## src/rtl/pedal_pkg.sv

```systemverilog
// pedal_pkg: shared sample type, scheduler state type and rate constant
// for the pedal audio path.
package pedal_pkg;

   typedef logic [15:0] sample_t;

   typedef enum {IDLE, LAUNCH, WAIT_BUSY, WAIT_DONE} sched_state_t;

   localparam int SAMPLE_DIV_48K = 521;

endpackage

```

## src/rtl/sample_fifo.sv

```systemverilog
// sample_fifo: small synchronous audio FIFO with first-word fall-through
// read data. Push while full is dropped unless a pop happens that cycle.
module sample_fifo
   import pedal_pkg::*;
#(
   parameter  int FIFO_DEPTH = 4,
   localparam int AW         = $clog2(FIFO_DEPTH),
   localparam int LW         = AW + 1
) (
   input  logic          clk_25mhz,
   input  logic          reset,
   input  logic          push,
   input  logic          pop,
   input  sample_t       din,
   output sample_t       dout,
   output logic [LW-1:0] level,
   output logic          full,
   output logic          empty
);

   sample_t       mem [FIFO_DEPTH];
   logic [AW-1:0] wr_ptr;
   logic [AW-1:0] rd_ptr;
   logic          do_push;
   logic          do_pop;

   assign full    = (level == LW'(FIFO_DEPTH));
   assign empty   = (level == '0);
   assign do_pop  = pop & ~empty;
   assign do_push = push & (~full | do_pop);
   assign dout    = mem[rd_ptr];

   always_ff @(posedge clk_25mhz or negedge reset) begin
      if (!reset) begin
         wr_ptr <= '0;
         rd_ptr <= '0;
         level  <= '0;
      end else begin
         if (do_push) wr_ptr <= wr_ptr + AW'(1);
         if (do_pop)  rd_ptr <= rd_ptr + AW'(1);
         if (do_push & ~do_pop)
            level <= level + LW'(1);
         else if (do_pop & ~do_push)
            level <= level - LW'(1);
      end
   end

   always_ff @(posedge clk_25mhz) begin
      if (do_push) mem[wr_ptr] <= din;
   end

endmodule

```

## src/rtl/dac_scheduler.sv

```systemverilog
// dac_scheduler: paces buffered audio onto dac_driver, filling idle slots
// with config words. DAC_SCHED_UNDERRUN_HOLD_EN: underrun resends last sample.
module dac_scheduler
   import pedal_pkg::*;
#(
   parameter  int      SAMPLE_DIV = SAMPLE_DIV_48K,
   parameter  int      FIFO_DEPTH = 4,
   parameter  sample_t MUTE_WORD  = 16'h0000,
   localparam int      LW         = $clog2(FIFO_DEPTH) + 1
) (
   input  logic          clk_25mhz,
   input  logic          reset,
   input  sample_t       audio_in,
   input  logic          audio_valid,
   input  sample_t       cfg_word,
   input  logic          cfg_req,
   output logic          cfg_ack,
   output sample_t       dac_data,
   output logic          dac_start,
   input  logic          dac_busy,
   output logic [LW-1:0] fifo_level,
   output logic          underrun,
   output logic          overflow,
   output logic          late
);

   localparam int            CW   = $clog2(SAMPLE_DIV);
   localparam logic [CW-1:0] LAST = CW'(SAMPLE_DIV - 1);

   sched_state_t  state;
   sched_state_t  state_nx;
   logic [CW-1:0] slot_cnt;
   logic          tick;
   logic          slot_pending;
   logic          wait_cnt;
   logic          pop;
   sample_t       sub_word;
   sample_t       fifo_dout;
   logic          fifo_full;
   logic          fifo_empty;

   sample_fifo #(
      .FIFO_DEPTH (FIFO_DEPTH)
   ) u_fifo (
      .clk_25mhz (clk_25mhz),
      .reset     (reset),
      .push      (audio_valid),
      .pop       (pop),
      .din       (audio_in),
      .dout      (fifo_dout),
      .level     (fifo_level),
      .full      (fifo_full),
      .empty     (fifo_empty)
   );

`ifdef DAC_SCHED_UNDERRUN_HOLD_EN
   sample_t last_sample;

   always_ff @(posedge clk_25mhz or negedge reset) begin
      if (!reset)
         last_sample <= MUTE_WORD;
      else if (pop)
         last_sample <= fifo_empty ? last_sample : fifo_dout;
   end

   assign sub_word = last_sample;
`else
   assign sub_word = MUTE_WORD;
`endif

   assign tick     = (slot_cnt == LAST);
   assign underrun = pop & fifo_empty;
   assign overflow = audio_valid & fifo_full & ~pop;
   assign late     = tick & slot_pending & ~pop;

   always_ff @(posedge clk_25mhz or negedge reset) begin
      if (!reset) begin
         slot_cnt     <= '0;
         slot_pending <= 1'b0;
      end else begin
         slot_cnt     <= tick ? '0 : slot_cnt + CW'(1);
         slot_pending <= tick | (slot_pending & ~pop);
      end
   end

   always_ff @(posedge clk_25mhz or negedge reset) begin
      if (!reset) begin
         state    <= IDLE;
         wait_cnt <= 1'b0;
         dac_data <= '0;
      end else begin
         state    <= state_nx;
         wait_cnt <= (state == WAIT_BUSY);
         if (pop)
            dac_data <= fifo_empty ? sub_word : fifo_dout;
         else if (cfg_ack)
            dac_data <= cfg_word;
      end
   end

   always_comb begin
      state_nx = state;
      unique case (state)
         IDLE:      if (pop | cfg_ack) state_nx = LAUNCH;
         LAUNCH:    state_nx = WAIT_BUSY;
         WAIT_BUSY: begin
            if (dac_busy)      state_nx = WAIT_DONE;
            else if (wait_cnt) state_nx = IDLE;
         end
         WAIT_DONE: if (!dac_busy) state_nx = IDLE;
         default:   state_nx = IDLE;
      endcase
   end

   // A tick blocks config this cycle so the slot it raises is served first.
   always_comb begin
      pop       = 1'b0;
      cfg_ack   = 1'b0;
      dac_start = 1'b0;
      unique case (state)
         IDLE: begin
            pop     = slot_pending;
            cfg_ack = ~slot_pending & ~tick & cfg_req & reset;
         end
         LAUNCH:  dac_start = 1'b1;
         default: ;
      endcase
   end

endmodule

```

## config.mk

```make
export PLATFORM = sky130hd
export DESIGN_NAME = dac_scheduler
export DESIGN_NICKNAME = d
export VERILOG_FILES = /design/src/rtl/pedal_pkg.sv /design/src/rtl/sample_fifo.sv /design/src/rtl/dac_scheduler.sv
export SDC_FILE = /design/constraint.sdc
export NUM_CORES = 1
export LEC_CHECK = 0
export ABC_AREA = 0
export CAP_MARGIN = 40
export CELL_PAD_IN_SITES_DETAIL_PLACEMENT = 0
export CELL_PAD_IN_SITES_GLOBAL_PLACEMENT = 1
export CORE_UTILIZATION = 31
export DETAILED_ROUTE_END_ITERATION = 10
export PLACE_DENSITY_LB_ADDON = 0.1
export SLEW_MARGIN = 20
export SYNTH_ARGS = -nofsm -noshare
export SYNTH_HDL_FRONTEND = slang
export SYNTH_SLANG_ARGS = --single-unit
```

## constraint.sdc

```tcl
create_clock -name clk_25mhz -period 3 [get_ports clk_25mhz]
set_clock_uncertainty 0.2 [all_clocks]
set_input_delay 0.75 -clock clk_25mhz [delete_from_list [all_inputs] [get_ports clk_25mhz]]
set_output_delay 0.75 -clock clk_25mhz [all_outputs]
set_load 0.02 [all_outputs]
```

==> impl_metrics.toml <==
[pwr]
p_comb_share_pct = 25.7
leakagePower_nw = 2.023
p_switching_mw = 1.205
p_sw_share_pct = 27.86
p_seq_share_pct = 46.0
internal_power_mw = 3.121
p_clk_share_pct = 28.3
power_density_nw_per_um2 = 804.0
p_total_mw = 4.327
ir_drop_mv = 0.3499

[timing]
tightest_slew_ps = 521.7
finalWorstSetupSlack_ps = 82.91
drv_slew = 0
fmax_mhz = 342.8
setup_viol = 0
slew_headroom_pct = 65.22
fin_crit_ps = 2917
grt_setup_unrepaired = "no"
hold_viol_final = 0
post-route-period-util_pct = 97.24

[critical_path]
r2r-start = "state[1]"
r2r_slack_ps = 430
startpoint_type = "input pin"
cpMaxStageDelayCell = "clkdlybuf4s50_1"
crit_required_ps = 2050
crit_arrival_ps = 1970
path_buf_inv = 3
crit_top_cell = "clkdlybuf4s50_1"
path_max_fanout = 2
max_stage_delay_ps = 600
crit_start = "audio_valid"
crit_chain = "clkdlybuf4s50_1 -> inv_1 -> nor2_1 -> clkdlybuf4s50_1"
critical-path-top-delay-family = "buffers and inverters"
path_class = "input pin to output port"
end_kind = "output port"

[logic_synthesis]
synth-simple-area-share_pct = 5.860
syn_area_um2 = 4207
synth_fa_ha_area_share_pct = 2.558
synth_top_area_cell = "edfxtp_1"
ys_warn_count = 0
synth_cell_types = 33
synth_seq_area_share_pct = 67.70
synth_compound_area_share_pct = 4.164
ys_seq_elements = 101
syn_area_per_cell_um2 = 17.45
synth-edff-count = 64
netlist_instances = 241
synth.area.mux_share_pct = 13.92
netlist_top_cells_area = "edfxtp_1 (46%), dfrtp_1 (22%), mux4_2 (8.6%), a22o_1 (3.3%), mux2_4 (3.2%)"
synth_nets = 286
synthXorXnorAreaFrac_pct = 2.915
async_reset_ff_share_pct = 36.63
synth_top_area_share_pct = 45.69
synth_top_family_by_area = "multiplexers"
synthFlopType = "edfxtp_1"

[detailed_routing]
vias_per_cell = 4.453
wire_per_inst_um = 16.80
drt-total-wl_mm = 8.381
vias = 2222
antenna_left = 0
firstDrtPassIters = 4
drc = 0
dr.first_iter.drc_count = 68

[cells_and_area]
area_growth_pct = 27.93
drive_gt1_share_pct = 21.67
mostFrequentLayoutCell = "edfxtp_1"
antenna_cells = 0
final_cell_mix = "edfxtp_1 (64), clkdlybuf4s50_1 (56), dfrtp_1 (37)"
postLayoutCellArea_um2 = 5381
nNetsFinal = 363

[hold_path]
hp-class = "input pin to async pin"

[die]
row_count = 42
die_area_um2 = 14040
die_x_um = 118.5
io_pins = 61
fp.coreArea_um2 = 13240
die_h_um = 118.5
initial_utilization_pct = 31.76

[run]
maxCapViolCount = 0

[clock_tree]
cts.clk_slew.worst_paths_ps = 70
clock_latency_ps = 350
clockBufferDepth = 2
postCtsSetupRepairBufs = 0
htree_levels = 3
cts_tree = "built"
clkSinkCount = 101
numCtsBuffers = 9
root_buffer = "clkbuf_16"

[grt]
grt_pass1_wl_mm = 13.40
grt-ovfl-total = 0
grt_usage_pct = 13.26
grt_pass1_vias = 2381
grt_antenna_before_repair = 0
grt_max_degree = 38

[placed_design]
place.port_buffers = 60
dp_hpwl_mm = 5.565
place_area_um2 = 5064
place_congestion = 0.6602
pre_cts_slack_ps = -34.87

[outcome]
status = "complete, no violations"
## stage by stage
stage | cells | setup TNS [ps] | util [%] | hold WS (ps)
6_report | 499 | 0 | 40.64 | 296.9
5_1_grt | 499 | 0 | 40.64 | 332.0
2_1_floorplan | 241 | 0 | - | 254.4
3_5_place_dp | 483 | -34.87 | 38.24 | 286.7
3_3_place_gp | 483 | 0 | 38.24 | 287.3
4_1_cts | 499 | 0 | 40.62 | 301.6
## kinds of logic after synthesis
group	Yosys count
mux	33
flops	101
fa+ha+maj	8
buf+inv	18
compound gates	21
simple gates	46
xor+xnor	14
## sequential cells by signal, summed over array words and instances, names as in the netlist
register	count
u_fifo.rd_ptr	2
u_fifo.mem	64
wait_cnt	1
slot_pending	1
u_fifo.wr_ptr	2
state	2
u_fifo.level	3
slot_cnt	10
dac_data	16
## worst paths after layout
path,cells past startpoint,to
max,4,overflow
min,2,u_fifo.level[1]
max reg2reg,8,u_fifo.level[1]
min reg2reg,1,slot_cnt[0]
max in group asynchronous,2,dac_data[13]
min in group clk_25mhz,1,slot_cnt[0]
## worst register-to-register path, stage by stage (launching register included)
cell and delay (ps):
dfrtp_1 450, or3b_4 440, buf_4 230, nor2_2 140
inv_1 50, ha_1 210, inv_1 70, fa_1 400
mux2_2 260
## synthesized netlist by cell type (2+ instances only)
| cell | n |
|---|---|
| a22o_1 | 16 |
| and2_1 | 5 |
| and3_1 | 2 |
| buf_2 | 3 |
| buf_6 | 4 |
| dfrtp_1 | 37 |
| edfxtp_1 | 64 |
| ha_1 | 7 |
| inv_1 | 8 |
| mux2_2 | 8 |
| mux2_4 | 9 |
| mux4_2 | 16 |
| nand2_1 | 8 |
| nand3_1 | 6 |
| nor2_1 | 11 |
| nor2b_1 | 3 |
| nor3_1 | 4 |
| o21ai_0 | 3 |
| xnor2_1 | 8 |
| xor2_1 | 6 |
## routing by layer
metal | track usage [%] | part of all wire, % | vias up
li1 | - | - | 1057
met1 | 17.30 | 48 | 1111
met2 | 20.66 | 47 | 48
met3 | 4.778 | 4.4 | 6
met4 | 4.035 | 1.3 | 0
met5 | 0 | 0 | -
## area by class of cell
class	count	area [um^2]
Fill cell	1266	7861
Tap cell	176	220.2
Inverter	8	30.03
Multi-Input combinational cell	122	1237
Sequential cell	101	2848
Timing Repair Buffer	76	728.2
Clock buffer	11	252.7
Clock inverter	5	65.06
## what timing repair did
action	in CTS	in global routing
pin swaps	0	0
gates resized for setup	2	1
hold buffers	0	0
cloned	0	0
endpoints found under the setup margin	2	1
## power groups by stage
stage,combinational [mW],clock [mW],sequential (mW)
finish,1.11,1.22,1.99
global route,1.20,1.31,2.03
CTS,1.13,1.26,2.00
detailed placement,1.13,0,2.03
global placement,1.13,0,2.02
floorplan,0.465,0,2.15
(Power assumes the default switching activity.)
